$ cat config.mk
export PLATFORM = sky130hd
export DESIGN_NAME = store_buffer
export DESIGN_NICKNAME = d
export VERILOG_FILES = /design/src/rtl/store_buffer_pkg.sv /design/src/rtl/store_buffer_fwd_match.sv /design/src/rtl/store_buffer.sv
export SDC_FILE = /design/constraint.sdc
export NUM_CORES = 1
export LEC_CHECK = 0
export CAP_MARGIN = 5
export CORE_MARGIN = 1.5
export CORE_UTILIZATION = 61
export DETAILED_ROUTE_END_ITERATION = 7
export PLACE_DENSITY = 0.87
export SETUP_SLACK_MARGIN = 0.15
export SLEW_MARGIN = 10
export SYNTH_ARGS = -nofsm -noshare
export SYNTH_HDL_FRONTEND = slang
export SYNTH_SLANG_ARGS = --single-unit
$ cat constraint.sdc
create_clock -name clk -period 5.1 [get_ports clk]
set_input_delay 1.02 -clock clk [delete_from_list [all_inputs] [get_ports clk]]
set_output_delay 1.02 -clock clk [all_outputs]
set_load 0.01 [all_outputs]
$ cat src/rtl/store_buffer_pkg.sv
// rtl/store_buffer_pkg.sv - shared parameters and flush FSM state type for the store buffer
package store_buffer_pkg;

  localparam int SB_DEPTH = 4;
  localparam int SB_AW    = 5;
  localparam int SB_DW    = 32;

  // RUN: normal operation; FLUSH: draining, stores stall;
  // DONE: single-cycle flush_done; HOLD: wait for flush_req to drop.
  typedef enum logic [1:0] {
    RUN   = 2'd0,
    FLUSH = 2'd1,
    DONE  = 2'd2,
    HOLD  = 2'd3
  } sb_state_e;

endpackage

$ cat src/rtl/store_buffer_fwd_match.sv
// rtl/store_buffer_fwd_match.sv - newest-first address match over buffered stores
// Ports:
//   addr_tbl, data_tbl : entry storage (indexed by physical slot)
//   head, count        : oldest slot and number of valid entries
//   lookup_addr        : load address
//   hit, hit_data      : newest matching entry found / its data
module sb_fwd_match #(
  parameter int DEPTH = 4,
  parameter int AW    = 5,
  parameter int DW    = 32
) (
  input  logic [DEPTH-1:0][AW-1:0]  addr_tbl,
  input  logic [DEPTH-1:0][DW-1:0]  data_tbl,
  input  logic [$clog2(DEPTH)-1:0]  head,
  input  logic [$clog2(DEPTH):0]    count,
  input  logic [AW-1:0]             lookup_addr,
  output logic                      hit,
  output logic [DW-1:0]             hit_data
);

  localparam int PW = $clog2(DEPTH);
  localparam int CW = PW + 1;

  logic [PW-1:0] idx;

  // Walk from oldest to newest; a later (newer) match overwrites an
  // earlier one, so the result is the newest matching entry.
  always_comb begin
    hit      = 1'b0;
    hit_data = '0;
    idx      = '0;
    for (int k = 0; k < DEPTH; k++) begin
      idx = head + PW'(k);
      if ((CW'(k) < count) && (addr_tbl[idx] == lookup_addr)) begin
        hit      = 1'b1;
        hit_data = data_tbl[idx];
      end
    end
  end

endmodule

$ cat src/rtl/store_buffer.sv
// rtl/store_buffer.sv - in-order store buffer with load forwarding and flush handshake
// Ports:
//   clk, rst                        : clock, synchronous active-high reset
//   cpu_we, cpu_re, cpu_addr,
//   cpu_wdata, cpu_rdata, cpu_stall : CPU load/store interface
//   flush_req, flush_done           : drain request level / completion pulse
//   mem_we, mem_addr, mem_wdata,
//   mem_rdata                       : data memory port
//   count                           : current occupancy
module store_buffer
  import store_buffer_pkg::*;
#(
  parameter int DEPTH = SB_DEPTH,
  parameter int AW    = SB_AW,
  parameter int DW    = SB_DW
) (
  input  logic                   clk,
  input  logic                   rst,
  input  logic                   cpu_we,
  input  logic                   cpu_re,
  input  logic [AW-1:0]          cpu_addr,
  input  logic [DW-1:0]          cpu_wdata,
  output logic [DW-1:0]          cpu_rdata,
  output logic                   cpu_stall,
  input  logic                   flush_req,
  output logic                   flush_done,
  output logic                   mem_we,
  output logic [AW-1:0]          mem_addr,
  output logic [DW-1:0]          mem_wdata,
  input  logic [DW-1:0]          mem_rdata,
  output logic [$clog2(DEPTH):0] count
);

  localparam int PW = $clog2(DEPTH);
  localparam int CW = PW + 1;

  logic [DEPTH-1:0][AW-1:0] addr_tbl;
  logic [DEPTH-1:0][DW-1:0] data_tbl;
  logic [PW-1:0]            head;
  logic [PW-1:0]            tail;
  logic [CW-1:0]            count_next;
  sb_state_e                state;
  sb_state_e                state_next;

  logic          is_load;
  logic          accept;
  logic          drain;
  logic          hit;
  logic [DW-1:0] hit_data;

  assign is_load   = cpu_re && !cpu_we;
  assign cpu_stall = cpu_we && ((count == CW'(DEPTH)) || (state != RUN));
  assign accept    = cpu_we && !cpu_stall;
  // Gated by rst so that entries discarded by a reset never reach memory
  // on the reset edge.
  assign drain     = !rst && (count != '0) && !is_load;

  assign mem_we    = drain;
  assign mem_addr  = drain ? addr_tbl[head] : cpu_addr;
  assign mem_wdata = drain ? data_tbl[head] : '0;

  sb_fwd_match #(
    .DEPTH (DEPTH),
    .AW    (AW),
    .DW    (DW)
  ) u_fwd (
    .addr_tbl    (addr_tbl),
    .data_tbl    (data_tbl),
    .head        (head),
    .count       (count),
    .lookup_addr (cpu_addr),
    .hit         (hit),
    .hit_data    (hit_data)
  );

  // A combined store+load request is a store; it returns zero.
  always_comb begin
    cpu_rdata = '0;
    if (!cpu_we) begin
      cpu_rdata = hit ? hit_data : mem_rdata;
    end
  end

  always_comb begin
    count_next = count;
    case ({accept, drain})
      2'b10:   count_next = count + CW'(1);
      2'b01:   count_next = count - CW'(1);
      default: count_next = count;
    endcase
  end

  // FLUSH looks at next-cycle occupancy so the last drain edge itself
  // moves the FSM to DONE.
  always_comb begin
    state_next = state;
    case (state)
      RUN:     if (flush_req) state_next = FLUSH;
      FLUSH:   if (count_next == '0) state_next = DONE;
      DONE:    state_next = flush_req ? HOLD : RUN;
      HOLD:    if (!flush_req) state_next = RUN;
      default: state_next = RUN;
    endcase
  end

  always_ff @(posedge clk) begin
    if (rst) begin
      head       <= '0;
      tail       <= '0;
      count      <= '0;
      state      <= RUN;
      flush_done <= 1'b0;
    end else begin
      if (drain)  head <= head + PW'(1);
      if (accept) tail <= tail + PW'(1);
      count      <= count_next;
      state      <= state_next;
      flush_done <= (state_next == DONE);
    end
  end

  always_ff @(posedge clk) begin
    if (accept) begin
      addr_tbl[tail] <= cpu_addr;
      data_tbl[tail] <= cpu_wdata;
    end
  end

endmodule

==> summary.md, run 1 <==
| Metric | Value |
|---|---|
| CP Data Arrival Time | 3.89 ns |
| Slew Limit Fails | 0 |
| First-pass GRT wire length | 47.0 mm |
| Layout area overhead | 19.5% |
| Inserted Diodes | 0 |
| Leakage power | 3.96 nW |
| Syn_area_per_cell | 12.4 µm² |
| Via Count | 8915 |
| Num CTS Buffers | 17 |
| Vias in the first global route | 8809 |
| Final wirelength | 30.0 mm |
| Yosys warning count | 0 |
| Unique masters post-synth | 46 |
| DRT antenna net count | 0 |
| Final Power | 3.60 mW |
| Startpoint Class | input pin |
| Initial Util | 62.0% |
| Total Die Area | 19100 µm² |
| Crit-path max FO | 21 |
| RSZ-0062 raised after global routing | true |
| Vias per cell | 7.21 |
| Worst r2r path cells | 10 |
| Ys async rst share | 0% |
| Rows | 49 |
| Critical Path RT | 4.08 ns |
| VDD IR max | 0.244 mV |
| Die H | 138 µm |
| Post-route clock period utilization | 96.2% |
| Max_cap viols | 0 |
| Final net count | 1080 |
| Worst hold path cell count | 2 |
| Post-synth EDFFs | 148 |
| CTS root buffer | clkbuf_16 |
| I/O pin total | 149 |
| Cts hold-fix bufs | 0 |
| Power Density | 271 nW/µm² |
| H-tree depth | 4 |
| Share of cells above drive strength 1 | 25.3% |
| DP Area | 12700 µm² |
| DP Wirelength | 17.8 mm |
| Number of DRC markers in iteration 0 | 915 |
| Residual DRC | 0 |
| Filler cell count | 1157 |
| Post-Syn Area | 11100 µm² |
| Final hold violations | 0 |
| CTS tree | built |
| Setup TNS | 0 ns |
| R2r setup slk | 1.98 ns |
| Commonest non-fill, non-tap cells in the layout | edfxtp_1, clkdlybuf4s50_1, mux4_2 |
| Kind of critical path | input pin to output port |
| Die X-Extent | 138 µm |
| Initial antenna violation count | 0 |
| Clock buffer depth | 2 |
| Final worst path period need | 4.91 ns |
| Commonest non-fill, non-tap cell in the layout | edfxtp_1 |
| Layout Utilization | 74.1% |
| Largest net degree at the start of global routing | 128 |
| Hold Path Class | register to register |
| Dpl cells | 1202 |
| Syn nets | 984 |
| Final setup viols | 0 |
| Rel. slew slack | 21.5% |
| Core box area | 18000 µm² |
| Gp weighted congestion | 0.867 |
| Crit end category | output port |
| # port buffers | 148 |
| Post-Syn Instances | 899 |
| Final Skew | 0.00477 ns |
| Register area share after synthesis | 41.7% |
| Worst-Skew Late Latency | 0.44 ns |
| TritonRoute pass-1 iters | 5 |
| Least-Margin Pin Slew | 1.18 ns |
| Clock sink count | 158 |
| Total congestion overflow | 0 |
| Fin cells | 1237 |
| Finished Cell Area | 13300 µm² |
| Post-DR wirelength/cell | 24.2 µm |
| F_max | 204 MHz |
| GRT Total Usage | 31.3% |
| Status | finished clean |
| Most used DFF post-synth | edfxtp_1 |
| Clock transition at path regs | 0.06 ns |
| FF+latch count, synth | 158 |
-- critical path, cell delays in order --
cell             delay [ns]
clkdlybuf4s50_1        0.65
xnor2_1                0.18
nand2_1                0.24
buf_4                  0.31
a2111oi_0              0.54
o311ai_1               0.17
a21oi_2                0.20
clkdlybuf4s50_1        0.56
-- per-layer routing --
metal / global-route usage, % / up-vias / routed length (µm)
li1: - / 3843 / -
met1: 39.9 / 4351 / 11100
met2: 52.2 / 628 / 15100
met3: 5.96 / 93 / 2820
met4: 14.4 / 0 / 984
met5: 0 / - / 0
-- what timing repair did --
action / 4_1_cts / 5_1_grt
gates resized for setup: 0 / 8
endpoints found under the hold margin: 0 / 0
buffers inserted: 1 / 2
endpoints found under the setup margin: 4 / 32
-- cell usage after synthesis (11+ instances only) --
| library cell | n | share of area, % |
|---|---|---|
| a2111oi_0 | 32 | 2.5 |
| a211oi_1 | 33 | 2.2 |
| a21oi_1 | 38 | 1.7 |
| a21oi_2 | 32 | 2.5 |
| buf_2 | 23 | 1.0 |
| buf_6 | 14 | 1.4 |
| clkbuf_1 | 52 | 1.8 |
| edfxtp_1 | 148 | 40 |
| ha_1 | 11 | 1.2 |
| mux2_2 | 37 | 3.7 |
| mux2i_1 | 33 | 3.0 |
| mux4_2 | 81 | 16 |
| nand3_1 | 32 | 1.4 |
| nor2_1 | 77 | 2.6 |
| nor2b_1 | 33 | 1.9 |
| o22a_2 | 28 | 2.5 |
| o311ai_1 | 31 | 2.4 |
| o31ai_1 | 32 | 2.2 |
| or3_1 | 32 | 1.8 |
| xnor2_1 | 18 | 1.4 |
-- cell type report --
cell class              count  area [µm²]  share of cell area (%)
inverters                  11        41.3                   0.310
well taps                 229         287                    2.15
flip-flops and latches    158        4650                    35.0
clock buffers              20         437                    3.28
repair buffers            183        1870                    14.1
clock inverters            12        97.6                   0.734
multi-input cells         624        5920                    44.5
-- where the power goes --
group          switching (mW)  internal, mW
combinational           0.457         0.415
clock                   0.501         0.663
sequential             0.0579          1.51
-- kinds of logic after synthesis --
| kind of cell | Yosys count | share of synthesized area, % |
|---|---|---|
| XOR/XNOR | 22 | 1.73 |
| adder cells (fa/ha/maj) | 11 | 1.24 |
| AO/OA/AOI/OAI | 238 | 17.1 |
| AND/OR/NAND/NOR | 199 | 9.06 |
| flip-flops | 158 | 41.7 |
| buffers and inverters | 117 | 5.38 |
| multiplexers | 154 | 23.8 |
-- stage by stage --
step	hold WS, ns	setup slack [ns]
after global placement	0.464	0.248
after floorplan	0.450	1.41
after CTS	0.483	0.152
final	0.482	0.192
after detailed placement	0.474	0.178
after global routing	0.508	0.0898
-- registers in the layout, summed over array words and instances (netlist names) --
register / count
flush_done: 1
addr_tbl: 20
count: 3
state: 2
data_tbl: 128
tail: 2
head: 2
-- worst paths after layout --
| path | endpoint | from |
|---|---|---|
| setup / recovery | cpu_rdata[30] | cpu_addr[3] |
| hold / removal | state[1]$_SDFF_PP0_ | state[1]$_SDFF_PP0_ |
| setup reg to reg | state[0]$_SDFF_PP0_ | count[0]$_SDFF_PP0_ |
| hold reg to reg | state[1]$_SDFF_PP0_ | state[1]$_SDFF_PP0_ |
Power figures use the tool's default switching activity.
==> inputs of run 2 (changes only) <==
--- a/config.mk
+++ b/config.mk
@@ -11,7 +11,7 @@
 export DETAILED_ROUTE_END_ITERATION = 7
 export PLACE_DENSITY = 0.87
 export SETUP_SLACK_MARGIN = 0.15
-export SLEW_MARGIN = 10
+export SLEW_MARGIN = 15
 export SYNTH_ARGS = -nofsm -noshare
 export SYNTH_HDL_FRONTEND = slang
 export SYNTH_SLANG_ARGS = --single-unit
==> results of run 2 <==
The final DEF is identical to that of run 1; final timing and power are the same.
==> inputs of run 3 (changes only) <==
--- a/config.mk
+++ b/config.mk
@@ -11,7 +11,6 @@
 export DETAILED_ROUTE_END_ITERATION = 7
 export PLACE_DENSITY = 0.87
 export SETUP_SLACK_MARGIN = 0.15
-export SLEW_MARGIN = 15
 export SYNTH_ARGS = -nofsm -noshare
 export SYNTH_HDL_FRONTEND = slang
 export SYNTH_SLANG_ARGS = --single-unit
==> results of run 3 <==
The final DEF is identical to that of run 1; final timing and power are the same.
